File: config.mk
export PLATFORM = sky130hd
export DESIGN_NAME = rx_param_funcmod
export DESIGN_NICKNAME = d
export VERILOG_FILES = /design/src/rtl/rx_param_funcmod.sv
export SDC_FILE = /design/constraint.sdc
export NUM_CORES = 1
export LEC_CHECK = 0
export CORE_MARGIN = 2
export CORE_UTILIZATION = 56
export CTS_BUF_LIST = sky130_fd_sc_hd__clkbuf_16
export CTS_CLUSTER_DIAMETER = 30
export CTS_CLUSTER_SIZE = 30
export DETAILED_ROUTE_END_ITERATION = 7
export GPL_TIMING_DRIVEN = 0
export PLACE_DENSITY = 0.79
export SLEW_MARGIN = 10
export SYNTH_ARGS = -nofsm -noshare
export SYNTH_HDL_FRONTEND = slang
export SYNTH_SLANG_ARGS = --single-unit
File: constraint.sdc
create_clock -name CLOCK -period 2.1 [get_ports CLOCK]
set_input_delay 0.63 -clock CLOCK [delete_from_list [all_inputs] [get_ports CLOCK]]
set_output_delay 0.63 -clock CLOCK [all_outputs]
set_load 0.03 [all_outputs]
File: src/rtl/rx_param_funcmod.sv
// Parametrised UART receiver: 2-flop RXD synchroniser, false-start rejection, framing/parity flags.
// Optional feature macro: UART_RX_PARITY_EN adds one parity bit (even, or odd with PARITY_ODD=1).
module rx_param_funcmod #(
  parameter int BAUD_DIV   = 434,
  parameter int DATA_W     = 8,
  parameter int STOP_BITS  = 1,
  parameter int PARITY_ODD = 0
) (
  input  logic              CLOCK,
  input  logic              RESET,
  input  logic              RXD,
  input  logic              iCall,
  output logic              oDone,
  output logic [DATA_W-1:0] oData,
  output logic              oFrameErr,
  output logic              oParityErr
);

  localparam int CNT_W = $clog2(BAUD_DIV);
  localparam int IDX_W = $clog2(DATA_W + 1);

  localparam logic [CNT_W-1:0] HALF_LAST = CNT_W'(BAUD_DIV / 2 - 1);
  localparam logic [CNT_W-1:0] BIT_LAST  = CNT_W'(BAUD_DIV - 1);
  localparam logic [IDX_W-1:0] DATA_LAST = IDX_W'(DATA_W - 1);
  localparam logic [IDX_W-1:0] STOP_LAST = IDX_W'(STOP_BITS - 1);

  if (BAUD_DIV < 8) begin : g_bad_baud
    $error("rx_param_funcmod: BAUD_DIV must be >= 8");
  end
  if (DATA_W < 5 || DATA_W > 9) begin : g_bad_width
    $error("rx_param_funcmod: DATA_W must be 5..9");
  end
  if (STOP_BITS != 1 && STOP_BITS != 2) begin : g_bad_stop
    $error("rx_param_funcmod: STOP_BITS must be 1 or 2");
  end
  if (PARITY_ODD != 0 && PARITY_ODD != 1) begin : g_bad_parity
    $error("rx_param_funcmod: PARITY_ODD must be 0 or 1");
  end

  typedef enum logic [2:0] {
    ST_IDLE,
    ST_START,
    ST_DATA,
`ifdef UART_RX_PARITY_EN
    ST_PARITY,
`endif
    ST_STOP,
    ST_DONE
  } state_t;

  // RXD is asynchronous; both flops idle high so reset never looks like a start bit.
  logic sync_meta_reg;
  logic sync_reg;
  logic rxs;

  always_ff @(posedge CLOCK or negedge RESET) begin
    if (!RESET) begin
      sync_meta_reg <= 1'b1;
      sync_reg      <= 1'b1;
    end else begin
      sync_meta_reg <= RXD;
      sync_reg      <= sync_meta_reg;
    end
  end

  assign rxs = sync_reg;

  state_t              state_reg, state_next;
  logic [CNT_W-1:0]    cnt_reg, cnt_next;
  logic [IDX_W-1:0]    idx_reg, idx_next;
  logic [DATA_W-1:0]   shift_reg, shift_next;
  logic                ferr_acc_reg, ferr_acc_next;
  logic                done_reg, done_next;
  logic [DATA_W-1:0]   data_reg, data_next;
  logic                frame_err_reg, frame_err_next;
`ifdef UART_RX_PARITY_EN
  logic                perr_acc_reg, perr_acc_next;
  logic                parity_err_reg, parity_err_next;
`endif
  logic                bit_tick;

  always_ff @(posedge CLOCK or negedge RESET) begin
    if (!RESET) begin
      state_reg      <= ST_IDLE;
      cnt_reg        <= '0;
      idx_reg        <= '0;
      shift_reg      <= '0;
      ferr_acc_reg   <= 1'b0;
      done_reg       <= 1'b0;
      data_reg       <= '0;
      frame_err_reg  <= 1'b0;
`ifdef UART_RX_PARITY_EN
      perr_acc_reg   <= 1'b0;
      parity_err_reg <= 1'b0;
`endif
    end else begin
      state_reg      <= state_next;
      cnt_reg        <= cnt_next;
      idx_reg        <= idx_next;
      shift_reg      <= shift_next;
      ferr_acc_reg   <= ferr_acc_next;
      done_reg       <= done_next;
      data_reg       <= data_next;
      frame_err_reg  <= frame_err_next;
`ifdef UART_RX_PARITY_EN
      perr_acc_reg   <= perr_acc_next;
      parity_err_reg <= parity_err_next;
`endif
    end
  end

  assign bit_tick = (cnt_reg == BIT_LAST);

  always_comb begin
    state_next      = state_reg;
    cnt_next        = cnt_reg;
    idx_next        = idx_reg;
    shift_next      = shift_reg;
    ferr_acc_next   = ferr_acc_reg;
    done_next       = 1'b0;
    data_next       = data_reg;
    frame_err_next  = frame_err_reg;
`ifdef UART_RX_PARITY_EN
    perr_acc_next   = perr_acc_reg;
    parity_err_next = parity_err_reg;
`endif

    if (!iCall && state_reg != ST_IDLE) begin
      // Abort: drop the partial frame, published outputs stay as they were.
      state_next = ST_IDLE;
      cnt_next   = '0;
      idx_next   = '0;
    end else begin
      case (state_reg)
        ST_IDLE: begin
          if (iCall && !rxs) begin
            state_next    = ST_START;
            cnt_next      = '0;
            idx_next      = '0;
            ferr_acc_next = 1'b0;
`ifdef UART_RX_PARITY_EN
            perr_acc_next = 1'b0;
`endif
          end
        end

        ST_START: begin
          if (cnt_reg == HALF_LAST) begin
            cnt_next   = '0;
            state_next = rxs ? ST_IDLE : ST_DATA;
          end else begin
            cnt_next = cnt_reg + 1'b1;
          end
        end

        ST_DATA: begin
          if (bit_tick) begin
            cnt_next   = '0;
            // Shift in at the top so the first (LSB) bit ends up in bit 0.
            shift_next = {rxs, shift_reg[DATA_W-1:1]};
            if (idx_reg == DATA_LAST) begin
              idx_next = '0;
`ifdef UART_RX_PARITY_EN
              state_next = ST_PARITY;
`else
              state_next = ST_STOP;
`endif
            end else begin
              idx_next = idx_reg + 1'b1;
            end
          end else begin
            cnt_next = cnt_reg + 1'b1;
          end
        end

`ifdef UART_RX_PARITY_EN
        ST_PARITY: begin
          if (bit_tick) begin
            cnt_next      = '0;
            perr_acc_next = rxs ^ (^shift_reg) ^ (PARITY_ODD != 0);
            state_next    = ST_STOP;
          end else begin
            cnt_next = cnt_reg + 1'b1;
          end
        end
`endif

        ST_STOP: begin
          if (bit_tick) begin
            cnt_next = '0;
            if (!rxs) begin
              ferr_acc_next = 1'b1;
            end
            if (idx_reg == STOP_LAST) begin
              idx_next   = '0;
              state_next = ST_DONE;
            end else begin
              idx_next = idx_reg + 1'b1;
            end
          end else begin
            cnt_next = cnt_reg + 1'b1;
          end
        end

        ST_DONE: begin
          done_next       = 1'b1;
          data_next       = shift_reg;
          frame_err_next  = ferr_acc_reg;
`ifdef UART_RX_PARITY_EN
          parity_err_next = perr_acc_reg;
`endif
          state_next      = ST_IDLE;
        end

        default: begin
          state_next = ST_IDLE;
          cnt_next   = '0;
          idx_next   = '0;
        end
      endcase
    end
  end

  assign oDone     = done_reg;
  assign oData     = data_reg;
  assign oFrameErr = frame_err_reg;
`ifdef UART_RX_PARITY_EN
  assign oParityErr = parity_err_reg;
`else
  assign oParityErr = 1'b0;
`endif

endmodule

==> reports/qor.csv <==
stage,metric,value,unit
synthesis,ys_seq_elements,37,
synthesis,yosys.area_share.simple,0.153,
place,dpl_cell_area,1980,um2
routing,ant_nets,0,
sta,drv_slew,0,
worst_setup_path,end_kind,flip-flop,
synthesis,yosysTopAreaCell,dfrtp_1,
synthesis,synth_top_family_by_area,simple AND/OR/NAND/NOR gates,
final_layout,layout-drive-gt1-share,0.274,
routing,wl,3420,um
power_and_ir_drop,total_power,0.00207,W
synthesis,ys.flop_type,dfrtp_1,
power_and_ir_drop,cellLeakagePower,1.02,nW
routing,vias,1355,
sta,relSlewSlack,0.469,
sta,rsz0062_at_grt,no,
worst_setup_path,slowest_stage,dfrtp_2,
worst_setup_path,path_cells,inv_1 -> ha_2 -> nand4b_1 -> or4_1 -> a22o_1 -> buf_6 -> a21o_2 -> a22o_2,
power_and_ir_drop,powerDensity,937,nW/um2
clock_network,clk_latency,0.28,ns
synthesis,syn_area_per_cell,11.0,um2
worst_setup_path,cp.arrival,2.19,ns
routing,wl_per_cell,14.6,um
run,drv_cap,0,
synthesis,synth_edf_count,0,
synthesis,synth-seq-area-share,0.517,
clock_network,cts_tree,yes,
worst_hold_path,min-delay-path-class,reg2reg,
power_and_ir_drop,irDropWorstVdd,615,uV
routing,drc,0,
routing,drt_iter0_markers,28,
synthesis,yosysWarnings,0,
global_routing,grt_start_max_net_pins,38,
synthesis,yosysMostFrequentCell,dfrtp_1,
worst_setup_path,cp.buffers_inverters,2,
final_layout,synthToLayoutAreaGrowth,23.0,%
sta,min_period,2.02,ns
synthesis,synth_top_cell_area_share,0.487,
worst_setup_path,start_kind,flip-flop,
sta,clock.fmax,0.494,GHz
final_layout,finish.instance_area,2210,um2
clock_network,cts_root_buf,clkbuf_16,
clock_network,numCtsBuffers,5,
global_routing,antenna_found_initial,0,
sta,period_share,0.964,
place,dpl.hpwl,2330,um
global_routing,overflow,0,
final_layout,final_util,0.724,
routing,routed_via_density,5.79,
clock_network,h-tree-depth,2,
sta,final_hold_viol_count,0,
die,ios,15,
global_routing,track_usage,0.218,
final_layout,fin_nets,198,
die,dieArea,3680,um2
synthesis,ys_async_sr_fraction,1.00,
die,coreArea,3050,um2
die,die_x,60.6,um
final_layout,diodes,0,
sta,finClkSkew,0.00457,ns
synthesis,synth_compound_area_frac,0.136,
worst_setup_path,crit_type,reg2reg,
sta,worst_pin_slew,0.797,ns
die,die_h,60.6,um
synthesis,yosysUniqueCellTypes,45,
place,port_buffers,13,
worst_setup_path,path_max_fanout,10,
synthesis,synthAdderAreaFrac,0.0348,
run_status,status,"finished, final reports clean",
die,start_util,0.589,
synthesis,muxShareOfSynthArea,0.112,
place,place_congestion,0.853,
global_routing,grt_pass1_vias,1257,
place,numPlacedInstances,220,
synthesis,synth_nets,172,
synthesis,syn_inst,163,
worst_setup_path,cp_data_required_time,2.26,ns
sta,setup_tns,0,ns
synthesis,synth_area_leaders,"dfrtp_1, mux2_2, ha_1, dfstp_2, nand3_1",
synthesis,yosys-top-cells-count,"dfrtp_1, mux2_2, nand2_1",
clock_network,clockBufferDepth,2,
routing,first_pass_iters,5,
final_layout,finalNonFillerCells,234,
sta,timing.final.setup_violations,0,
synthesis,syn_area,1800,um2
synthesis,synth-xor-area-share,0,
clock_network,path_clk_slew,0.05,ns
worst_setup_path,cpPeakStageDelay,0.43,ns
clock_network,cts.sinks,37,
global_routing,grt_pass1_wl,5820,um
final_layout,largest_register_ffs,9,
die,rows,20,
worst_setup_path,cp_top_family,compound AO/OA/AOI/OAI gates,
-- metrics by stage --
step | setup slack [ns] | hold WS (ns)
6_report | 0.0755 | 0.359
5_1_grt | 0.00314 | 0.367
4_1_cts | 0.0210 | 0.357
3_5_place_dp | -0.608 | 0.349
3_3_place_gp | -0.543 | 0.346
2_1_floorplan | 0.190 | 0.334
-- placed cells by master, fill, tap and decap left out, types with 3 or more instances in the layout --
master / instances
nand3_1: 10
nor2_1: 9
clkdlybuf4s50_1: 11
ha_1: 4
o21ai_0: 8
o31ai_1: 3
nor3_1: 4
a21oi_1: 7
nand4_1: 3
inv_1: 7
a22o_2: 3
dfrtp_1: 34
clkbuf_16: 5
nand2_1: 11
mux2_2: 17
buf_4: 7
-- worst paths after layout --
path / startpoint / end / slack (ns) / cells past startpoint
worst min-delay path: sync_meta_reg$_DFF_PN1_ / rxs$_DFF_PN1_ / 0.36 / 0
max in group asynchronous: RESET / cnt_reg[0]$_DFFE_PN0P_ / 1.11 / 1
worst max-delay path: cnt_reg[0]$_DFFE_PN0P_ / cnt_reg[7]$_DFFE_PN0P_ / 0.08 / 8
worst max register to register: cnt_reg[0]$_DFFE_PN0P_ / cnt_reg[7]$_DFFE_PN0P_ / 0.08 / 8
min in group asynchronous: RESET / oDone$_DFF_PN0_ / 0.44 / 1
worst min register to register: sync_meta_reg$_DFF_PN1_ / rxs$_DFF_PN1_ / 0.36 / 0
-- layout make-up --
cell class | instances | area, um2
tap | 44 | 55.1
buffer | 7 | 57.6
inverter | 8 | 30.0
sequential | 37 | 930
timing repair buffer | 19 | 169
clock inverter | 3 | 12.5
clock buffer | 5 | 125
fill | 239 | 843
multi-input combinational | 111 | 831
-- layer usage --
layer	global-route usage	vias up	part of all wire
li1	-	640	-
met1	0.248	674	0.43
met2	0.369	31	0.51
met3	0.0512	10	0.033
met4	0.134	0	0.028
met5	0	-	0
-- where the power goes --
part / internal (W) / switching (W) / leakage, nW
Clock: 0.000428 / 0.000263 / 0.0687
Sequential: 0.000763 / 0.0000610 / 0.504
Combinational: 0.000253 / 0.000302 / 0.443
Total: 0.00144 / 0.000626 / 1.02
-- cell families (layout without fill, tap and decap cells) --
| kind of cell | Yosys count | count (layout) |
|---|---|---|
| other | 1 | 1 |
| adder cells (fa/ha/maj) | 5 | 5 |
| AO/OA/AOI/OAI | 35 | 35 |
| buffers and inverters | 15 | 42 |
| flip-flops | 37 | 37 |
| AND/OR/NAND/NOR | 52 | 52 |
| multiplexers | 18 | 18 |
-- timing repair --
item / 4_1_cts / 5_1_grt
cloned: 0 / 0
setup endpoints to repair: 23 / 18
buffers inserted: 0 / 6
gates resized for setup: 9 / 5
pin swaps: 2 / 2
hold buffers: 0 / 0
Power figures use the tool's default switching activity.
